### config.mk
export PLATFORM = sky130hd
export DESIGN_NAME = board_step_ctrl_flat
export DESIGN_NICKNAME = d
export VERILOG_FILES = /design/src/rtl/board_step_ctrl_if.sv /design/src/rtl/board_step_ctrl.sv /design/src/flat_wrapper.sv
export SDC_FILE = /design/constraint.sdc
export NUM_CORES = 1
export LEC_CHECK = 0
export CAP_MARGIN = 25
export CORE_ASPECT_RATIO = 1.5
export CORE_MARGIN = 10
export CORE_UTILIZATION = 25
export CTS_CLUSTER_DIAMETER = 80
export DETAILED_ROUTE_END_ITERATION = 8
export DONT_BUFFER_PORTS = 1
export GPL_ROUTABILITY_DRIVEN = 1
export SLEW_MARGIN = 20
export SYNTH_ARGS = -nofsm -noshare
export SYNTH_HDL_FRONTEND = slang
export SYNTH_SLANG_ARGS = --single-unit
### constraint.sdc
create_clock -name clk -period 2.7 [get_ports clk]
set_clock_uncertainty 0.1 [all_clocks]
set_input_delay 0.54 -clock clk [delete_from_list [all_inputs] [get_ports clk]]
set_output_delay 0.54 -clock clk [all_outputs]
set_load 0.02 [all_outputs]
### src/rtl/board_step_ctrl_if.sv
// Board-control signal bundle: raw buttons and CPU halt in, CPU clock-enable,
// reset and status out. The controller uses the slave side.
interface board_step_ctrl_if;
  logic        btn_rst;
  logic        btn_step;
  logic        btn_run;
  logic        btn_view;
  logic        cpu_halt;
  logic        cpu_clk_en;
  logic        cpu_rst;
  logic        run_mode;
  logic [2:0]  view_sel;
  logic [15:0] step_count;

  modport master (
    output btn_rst, btn_step, btn_run, btn_view, cpu_halt,
    input  cpu_clk_en, cpu_rst, run_mode, view_sel, step_count
  );

  modport slave (
    input  btn_rst, btn_step, btn_run, btn_view, cpu_halt,
    output cpu_clk_en, cpu_rst, run_mode, view_sel, step_count
  );
endinterface

### src/rtl/board_step_ctrl.sv
// Front-panel controller: debounces four buttons and single-steps, free-runs,
// halts or resets a CPU through a clock-enable pulse; also cycles a display view.
module board_step_ctrl #(
  parameter int DEBOUNCE_CYCLES = 1000000,
  parameter int RUN_DIV         = 50000000,
  parameter int NUM_VIEWS       = 7
) (
  input  logic              clk,
  input  logic              rst,
  board_step_ctrl_if.slave  bus
);

  localparam int DBW = $clog2(DEBOUNCE_CYCLES + 1);
  localparam int DVW = $clog2(RUN_DIV);
  localparam logic [DBW-1:0] DB_LAST   = DBW'(DEBOUNCE_CYCLES - 1);
  localparam logic [DVW-1:0] DIV_LAST  = DVW'(RUN_DIV - 1);
  localparam logic [2:0]     VIEW_LAST = 3'(NUM_VIEWS - 1);

  localparam int B_RST  = 0;
  localparam int B_STEP = 1;
  localparam int B_RUN  = 2;
  localparam int B_VIEW = 3;

  typedef enum logic [1:0] {
    S_IDLE  = 2'd0,
    S_STEP  = 2'd1,
    S_RUN   = 2'd2,
    S_RESET = 2'd3
  } state_t;

  logic [3:0]          w_btn_raw;
  logic [3:0]          r_sync1;
  logic [3:0]          r_sync2;
  logic [3:0]          r_db_level;
  logic [3:0]          r_evt;
  logic [3:0][DBW-1:0] r_db_cnt;

  state_t         r_state;
  state_t         w_state_nxt;
  logic [DVW-1:0] r_div;
  logic [DVW-1:0] w_div_nxt;
  logic           r_cpu_clk_en;
  logic           w_cpu_clk_en_nxt;
  logic           r_cpu_rst;
  logic           w_cpu_rst_nxt;
  logic           r_run_mode;
  logic           w_run_mode_nxt;
  logic [2:0]     r_view_sel;
  logic [2:0]     w_view_sel_nxt;
  logic [15:0]    r_step_count;
  logic [15:0]    w_step_count_nxt;
  logic           w_rst_req;

  assign w_btn_raw = {bus.btn_view, bus.btn_run, bus.btn_step, bus.btn_rst};

  // Synchronize, debounce and edge-detect every button; the event fires with the rising level.
  always_ff @(posedge clk or negedge rst) begin
    if (!rst) begin
      r_sync1    <= 4'b0000;
      r_sync2    <= 4'b0000;
      r_db_level <= 4'b0000;
      r_evt      <= 4'b0000;
      r_db_cnt   <= '0;
    end else begin
      r_sync1 <= w_btn_raw;
      r_sync2 <= r_sync1;
      for (int i = 0; i < 4; i++) begin
        if (r_sync2[i] != r_db_level[i]) begin
          if (r_db_cnt[i] == DB_LAST) begin
            r_db_level[i] <= r_sync2[i];
            r_db_cnt[i]   <= '0;
            r_evt[i]      <= r_sync2[i];
          end else begin
            r_db_cnt[i] <= r_db_cnt[i] + 1'b1;
            r_evt[i]    <= 1'b0;
          end
        end else begin
          r_db_cnt[i] <= '0;
          r_evt[i]    <= 1'b0;
        end
      end
    end
  end

  assign w_rst_req = r_db_level[B_RST] | r_evt[B_RST];

  // FSM state register.
  always_ff @(posedge clk or negedge rst) begin
    if (!rst) begin
      r_state <= S_IDLE;
    end else begin
      r_state <= w_state_nxt;
    end
  end

  // Next state: reset outranks halt, halt outranks the run toggle, the run toggle outranks step.
  always_comb begin
    w_state_nxt = S_IDLE;
    if (w_rst_req) begin
      w_state_nxt = S_RESET;
    end else begin
      case (r_state)
        S_IDLE: begin
          if (r_evt[B_RUN] && !bus.cpu_halt) begin
            w_state_nxt = S_RUN;
          end else if (r_evt[B_STEP]) begin
            w_state_nxt = S_STEP;
          end else begin
            w_state_nxt = S_IDLE;
          end
        end
        S_STEP:  w_state_nxt = S_IDLE;
        S_RUN: begin
          if (bus.cpu_halt || r_evt[B_RUN]) begin
            w_state_nxt = S_IDLE;
          end else begin
            w_state_nxt = S_RUN;
          end
        end
        S_RESET: w_state_nxt = S_IDLE;
        default: w_state_nxt = S_IDLE;
      endcase
    end
  end

  // Output decode from the upcoming state so every output lands in a register.
  always_comb begin
    w_div_nxt        = '0;
    w_cpu_clk_en_nxt = 1'b0;
    w_cpu_rst_nxt    = 1'b0;
    w_run_mode_nxt   = 1'b0;
    w_step_count_nxt = r_step_count;
    w_view_sel_nxt   = r_view_sel;

    if ((w_state_nxt == S_RUN) && (r_state == S_RUN)) begin
      if (r_div == DIV_LAST) begin
        w_div_nxt = '0;
      end else begin
        w_div_nxt = r_div + 1'b1;
      end
    end else begin
      w_div_nxt = '0;
    end

    // A run pulse only coincides with the divider's terminal value, which is never its entry value.
    w_cpu_clk_en_nxt = (w_state_nxt == S_STEP) ||
                       ((w_state_nxt == S_RUN) && (w_div_nxt == DIV_LAST));
    w_cpu_rst_nxt    = (w_state_nxt == S_RESET);
    w_run_mode_nxt   = (w_state_nxt == S_RUN);

    if (w_state_nxt == S_RESET) begin
      w_step_count_nxt = 16'h0000;
    end else if (w_cpu_clk_en_nxt) begin
      w_step_count_nxt = r_step_count + 16'h0001;
    end else begin
      w_step_count_nxt = r_step_count;
    end

    if (r_evt[B_VIEW]) begin
      if (r_view_sel == VIEW_LAST) begin
        w_view_sel_nxt = 3'd0;
      end else begin
        w_view_sel_nxt = r_view_sel + 3'd1;
      end
    end else begin
      w_view_sel_nxt = r_view_sel;
    end
  end

  // Output and divider registers; the CPU is held in reset while the board reset is low.
  always_ff @(posedge clk or negedge rst) begin
    if (!rst) begin
      r_div        <= '0;
      r_cpu_clk_en <= 1'b0;
      r_cpu_rst    <= 1'b1;
      r_run_mode   <= 1'b0;
      r_step_count <= 16'h0000;
      r_view_sel   <= 3'd0;
    end else begin
      r_div        <= w_div_nxt;
      r_cpu_clk_en <= w_cpu_clk_en_nxt;
      r_cpu_rst    <= w_cpu_rst_nxt;
      r_run_mode   <= w_run_mode_nxt;
      r_step_count <= w_step_count_nxt;
      r_view_sel   <= w_view_sel_nxt;
    end
  end

  assign bus.cpu_clk_en = r_cpu_clk_en;
  assign bus.cpu_rst    = r_cpu_rst;
  assign bus.run_mode   = r_run_mode;
  assign bus.view_sel   = r_view_sel;
  assign bus.step_count = r_step_count;

endmodule

### src/flat_wrapper.sv
// flat-port wrapper written by rule: the top's interface ports become plain ports
module board_step_ctrl_flat 
#(
  parameter int DEBOUNCE_CYCLES = 1000000,
  parameter int RUN_DIV         = 50000000,
  parameter int NUM_VIEWS       = 7
)
  (clk, rst, bus_btn_rst, bus_btn_step, bus_btn_run, bus_btn_view, bus_cpu_halt, bus_cpu_clk_en, bus_cpu_rst, bus_run_mode, bus_view_sel, bus_step_count);
  board_step_ctrl_if bus_i ();
  input  logic clk;
  input  logic rst;
  input wire logic [$bits(bus_i.btn_rst)-1:0] bus_btn_rst;
  input wire logic [$bits(bus_i.btn_step)-1:0] bus_btn_step;
  input wire logic [$bits(bus_i.btn_run)-1:0] bus_btn_run;
  input wire logic [$bits(bus_i.btn_view)-1:0] bus_btn_view;
  input wire logic [$bits(bus_i.cpu_halt)-1:0] bus_cpu_halt;
  output wire logic [$bits(bus_i.cpu_clk_en)-1:0] bus_cpu_clk_en;
  output wire logic [$bits(bus_i.cpu_rst)-1:0] bus_cpu_rst;
  output wire logic [$bits(bus_i.run_mode)-1:0] bus_run_mode;
  output wire logic [$bits(bus_i.view_sel)-1:0] bus_view_sel;
  output wire logic [$bits(bus_i.step_count)-1:0] bus_step_count;
  assign bus_i.btn_rst = bus_btn_rst;
  assign bus_i.btn_step = bus_btn_step;
  assign bus_i.btn_run = bus_btn_run;
  assign bus_i.btn_view = bus_btn_view;
  assign bus_i.cpu_halt = bus_cpu_halt;
  assign bus_cpu_clk_en = bus_i.cpu_clk_en;
  assign bus_cpu_rst = bus_i.cpu_rst;
  assign bus_run_mode = bus_i.run_mode;
  assign bus_view_sel = bus_i.view_sel;
  assign bus_step_count = bus_i.step_count;
  board_step_ctrl #(.DEBOUNCE_CYCLES(DEBOUNCE_CYCLES), .RUN_DIV(RUN_DIV), .NUM_VIEWS(NUM_VIEWS)) u_core (.clk(clk), .rst(rst), .bus(bus_i));
endmodule
* Word level (Yosys, flattened, before mapping)
Index checks and enable logic that the tools add are counted.
Storage, ports and cells: register bits after elaboration 146, logic and storage cells 82
Cells by class: add/sub/neg operators 7, equal/unequal tests 17, muxes and demuxes 26, bitwise gates (word level) 1, reduce and logical (&&, ||, !) cells 13
Operators by type and width (number):
- 20-bit two-way mux | 8
- 20-bit by 1-bit adder with 20-bit output, second input constant | 4
- 20-bit == test, second input constant | 4
- 26-bit == test, second input constant | 2
- 26-bit two-way mux | 2
- 16-bit two-way mux | 2
- 26-bit by 1-bit adder with 26-bit output, second input constant | 1
- 16-bit by 1-bit adder with 16-bit output, second input constant | 1
- 1-bit two-way mux | 9
- 2-bit == test, second input constant | 4
- 2-bit AND reduction | 4
- 2-bit two-way mux | 3
- 2-bit one-hot mux with 3 select lines | 1
- 2-bit by 1-bit == test with 1-bit output, second input constant | 2
- 1-bit inequality test | 4
- 3-bit by 1-bit adder with 3-bit output, second input constant | 1
- 3-bit == test, second input constant | 1
- 1-bit logical AND | 3
- 3-bit two-way mux | 1
- 2-bit logical NOT | 1
- 1-bit logical OR | 2
- 2-bit nonzero test | 1
- 2-bit OR reduction | 1
- 1-bit logical NOT | 1
- 1-bit bitwise OR | 1

* Depth between registers and ports, before layout
depth after elaboration 13, gate-level depth with buffers 11, gate-level depth less buffers 9

* Least setup slack after synthesis
OpenSTA, ideal clock, no wires.
kind register -> register, start point register u_core.r_div[0], end point register u_core.r_step_count[11] (netlist: u_core.bus.step_count[11]), data arrival time 2.640 ns, data required time 2.522 ns, setup slack -0.118 ns, stages on the path, launching flop included 11, path buffers 1, clock period less this slack 2.818 ns, cell sequence dfrtp_1 > ha_1 > nand3_1 > nor3_1 > nand3_1 > a2111oi_2 > and4bb_4 > a21oi_4 > buf_6 > or4_1 > a21oi_1
Between the ends: cells in the longest elaborated chain, start to end 7, elaborated cells on any way between the ends 8, those cells by class add/sub: 1; eq/ne: 2; mux: 2; reduce/logical: 3
RTL lines:
- start: declaration | RTL line board_step_ctrl.sv:40 | logic [DVW-1:0] r_div;
- start signal: assignment | RTL line board_step_ctrl.sv:180 | r_div <= w_div_nxt;
- 26-bit by 1-bit adder with 26-bit output / 26-bit == test (equally long branches) | RTL line board_step_ctrl.sv:139, board_step_ctrl.sv:136
- 26-bit two-way mux * | RTL line board_step_ctrl.sv:136 | if (r_div == DIV_LAST) begin
- 26-bit two-way mux * | RTL line board_step_ctrl.sv:135 | if ((w_state_nxt == S_RUN) && (r_state == S_RUN)) begin
- 26-bit == test * | RTL line board_step_ctrl.sv:147 | ((w_state_nxt == S_RUN) && (w_div_nxt == DIV_LAST));
- 1-bit logical AND * | RTL line board_step_ctrl.sv:147
- 1-bit logical OR * | RTL line board_step_ctrl.sv:146 | w_cpu_clk_en_nxt = (w_state_nxt == S_STEP) ||
- 2-bit nonzero test (no source line) *
- end signal: assignment | RTL line board_step_ctrl.sv:184 | r_step_count <= w_step_count_nxt;
- end: declaration | RTL line board_step_ctrl.sv:50 | logic [15:0] r_step_count;
Every way passes the cells marked *; elsewhere a longest branch is shown, timed or not. A chain may end at the register's enable or synchronous reset.

* Worst setup path after layout
start point register u_core.r_div[1], end point register u_core.r_step_count[6] (netlist: u_core.bus.step_count[6])
The elaborated chain is that of the path after synthesis.

==> flow_summary.rst <==
.. list-table::
   :header-rows: 1

   * - Metric
     - Value
   * - Ratio of cells with drive above 1 in the final layout
     - 17.5%
   * - Clock tree from TritonCTS
     - done
   * - Post-route antenna net violation count
     - 0
   * - Average size of a mapped cell
     - 10.0 sq um
   * - I/O pin count
     - 29
   * - Final total power
     - 4.98 mW
   * - Pin count of the biggest net entering global routing
     - 147
   * - Failing checks
     - negative hold slack, negative setup slack
   * - Core region area
     - 27,400 sq um
   * - Proportion of synthesized flip-flops having asynchronous set or reset
     - 100%
   * - DRC violation count after routing
     - 0
   * - Net count after synthesis
     - 707
   * - Number of levels the H-tree was split into
     - 4
   * - Number of maximum-capacitance violations
     - 0
   * - Max-slew violation total from the final report
     - 0
   * - Total wire length after detailed routing
     - 14,500 microns
   * - Minimum setup slack after placement
     - -214 ps
   * - Clock period minus worst slack
     - 2840 ps
   * - First-pass GRT wire length
     - 25,000 microns
   * - Number of global-route vias before repair
     - 5,120
   * - Clk buf depth
     - 2
   * - Crit share post-route
     - 105%
   * - Path type of the worst setup path
     - flip-flop to flip-flop
   * - Relative slew slack
     - 64.1%
   * - Critical Path Max Stage Delay
     - 470 ps
   * - Synth unique cells
     - 59
   * - Count of nets after finishing
     - 773
   * - Crit path required time
     - 2960 ps
   * - Crit end category
     - flip-flop
   * - Number of antenna violations at the first check in global routing
     - 0
   * - Power per cell area
     - 580 nW/um^2
   * - Min Hold Slack
     - -298 ps
   * - Dpl cell area
     - 7770 sq um
   * - Via count
     - 5,158
   * - Routed via count divided by cell count
     - 4.63
   * - Number of violations reported at the end of detailed-routing iteration 0
     - 259
   * - Number of I/O port buffers
     - 0
   * - Leading cell type in the layout, fill and taps excluded
     - dfrtp_1
   * - Actual transition at the worst max-transition pin
     - 534 ps
   * - PnR worst setup slack
     - -140 ps
   * - Initial standard-cell utilization of the core
     - 25.4%
   * - Min-Delay Path Class
     - primary input to asynchronous set/reset pin
   * - Total Routing Usage GR
     - 8.67%
   * - Max stage delay cell, worst path
     - or4_1
   * - Area of the mapped netlist
     - 6970 sq um
   * - P&R area growth vs syn
     - 23.3%
   * - Total inserted antenna cells
     - 0
   * - Count of flip-flops with a built-in enable after synthesis
     - 0
   * - Area of all placed cells without fillers
     - 8600 sq um
   * - Status
     - finished, violations left
   * - Register clock-pin slew on the reported worst setup and hold paths
     - 60 ps
   * - Global placer's final weighted congestion
     - 0.808
   * - Peak VDD IR
     - 315 uV
   * - Arrival time at the worst endpoint
     - 3100 ps
   * - Chip height
     - 225 microns
   * - Chain of cells forming the critical path
     - buf_4, ha_4, nand3_4, nor3_2, or3_1, a2111oi_2, and4bb_4, a21oi_4, buf_12, or4_1, a21oi_1
   * - Worst skew pair latency
     - 440 ps
   * - Hold violation total from the final report
     - 146
   * - Routed wire length per instance
     - 13.0 microns
   * - Commonest cells after routing, fill and taps aside
     - dfrtp_1 (144), nor2_1 (126), buf_4 (61)
   * - Root buffer cell
     - clkbuf_16
   * - Horiz. Die Dim
     - 156 microns
   * - Die Footprint
     - 35,100 sq um
   * - Dominant synthesized flop cell
     - dfrtp_1
   * - Final count of negative-setup-slack endpoints
     - 12
   * - Placed wire-length estimate
     - 9800 microns
   * - Number of placement rows
     - 74
   * - Sequential element share of the synthesized area
     - 52.4%
   * - Detailed-router iteration count before antenna repair
     - 4
   * - Crit path launch type
     - flip-flop
   * - Seq cells post-synth
     - 146
   * - Setup TNS Final
     - -930 ps
   * - Overall overflow remaining after global route
     - 0
   * - Leakage Power
     - 3.54 nW
   * - Maximum fanout along the worst path
     - 29
   * - Number of sinks driven by the clock tree
     - 146
   * - Cells after Synth
     - 694
   * - Total CTS buffers
     - 17
   * - Achievable clock frequency
     - 352 MHz
   * - Setup repair after global routing missed its margin
     - yes
   * - Count of synthesis-stage warnings from yosys
     - 0
## synthesized netlist by cell type (4+ instances only)
cell / count / area [sq um]
and3_1: 16 / 100
dfrtp_1: 145 / 3630
and2_1: 4 / 25.0
or4_1: 8 / 60.1
mux2_2: 5 / 56.3
xnor2_1: 44 / 385
or2_2: 7 / 43.8
nor4_1: 14 / 87.6
nor4b_1: 4 / 35.0
clkbuf_1: 8 / 30.0
o211ai_1: 5 / 37.5
nand4_1: 21 / 131
o21ai_1: 11 / 55.1
a21oi_1: 8 / 40.0
and4_1: 5 / 43.8
nor2_1: 128 / 480
nand3_1: 59 / 295
inv_1: 18 / 67.6
or3_1: 5 / 31.3
ha_1: 6 / 75.1
nand2_1: 42 / 158
nor3_1: 15 / 75.1
xor2_1: 58 / 508
buf_2: 4 / 20.0
## stage by stage
step	utilization, %	hold WS [ps]	instances
global route	31.4	-323	1113
global placement	28.3	149	1075
CTS	31.1	-319	1109
finish	31.4	-298	1113
detailed placement	28.3	149	1075
floorplan	-	144	694
## final cells by class
cell class                 instances  area [sq um]
tap                              342           428
clock inverter                    10           205
sequential                       146          3660
timing repair buffer              63           498
inverter                          19          71.3
fill                            2822         18800
clock buffer                      20           467
multi-input combinational        513          3270
## repair_timing
action,CTS,global route
hold endpoints to repair,146,146
setup buffers,4,4
setup endpoints to repair,13,16
pin swaps,6,5
gates resized for setup,10,10
## critical path: cells and delay by family (launching register included)
family / cells / cell delay [ps]
buffers and inverters: 2 / 310
AOI/OAI and AO/OA: 3 / 560
and+or+nand+nor: 5 / 1240
DFF: 1 / 380
adders and majority gates: 1 / 170
## where the power goes
part	switching (mW)	internal (mW)	total (mW)
clock	0.912	1.79	2.70
combinational	0.0315	0.0225	0.0540
sequential	0.0180	2.21	2.23
total	0.962	4.02	4.98
## state kept, by name (all words and copies together) (netlist names), 2 cells and up
register	count
u_core.r_db_cnt	80
u_core.r_evt	4
u_core.bus.view_sel	3
u_core.r_sync1	4
u_core.r_db_level	4
u_core.r_sync2	4
u_core.r_div	26
u_core.bus.step_count	16
u_core.r_state	2
## layer usage
metal  global-route usage (%)  share of wire [%]
met5                        0                  0
met4                     4.49                2.5
met3                     1.99                2.1
met2                     15.4                 54
met1                     9.35                 42
## cells by family after synthesis
logic type               Yosys count  synth area share [%]
adder cells (fa/ha/maj)            6                  1.08
multiplexers                       5                 0.808
AND/OR/NAND/NOR                  352                  25.7
buffers and inverters             35                  2.17
flip-flops                       146                  52.4
XOR/XNOR                         102                  12.8
AO/OA/AOI/OAI                     48                  4.97
## final timing paths
check | start | to | slack [ps] | cells after the start
worst min register to register | u_core.r_sync1[2] | u_core.r_sync2[2] | 250 | 0
worst min-delay path | rst | u_core.r_db_cnt[23] | -300 | 0
worst max-delay path | u_core.r_div[1] | u_core.bus.step_count[6] | -140 | 11
max in group asynchronous | rst | u_core.bus.view_sel[1] | 2590 | 0
min in group clk | bus_btn_view | u_core.r_sync1[3] | 30 | 0
worst max register to register | u_core.r_div[1] | u_core.bus.step_count[6] | -140 | 11
No activity file was read; power rests on OpenSTA's default activity.
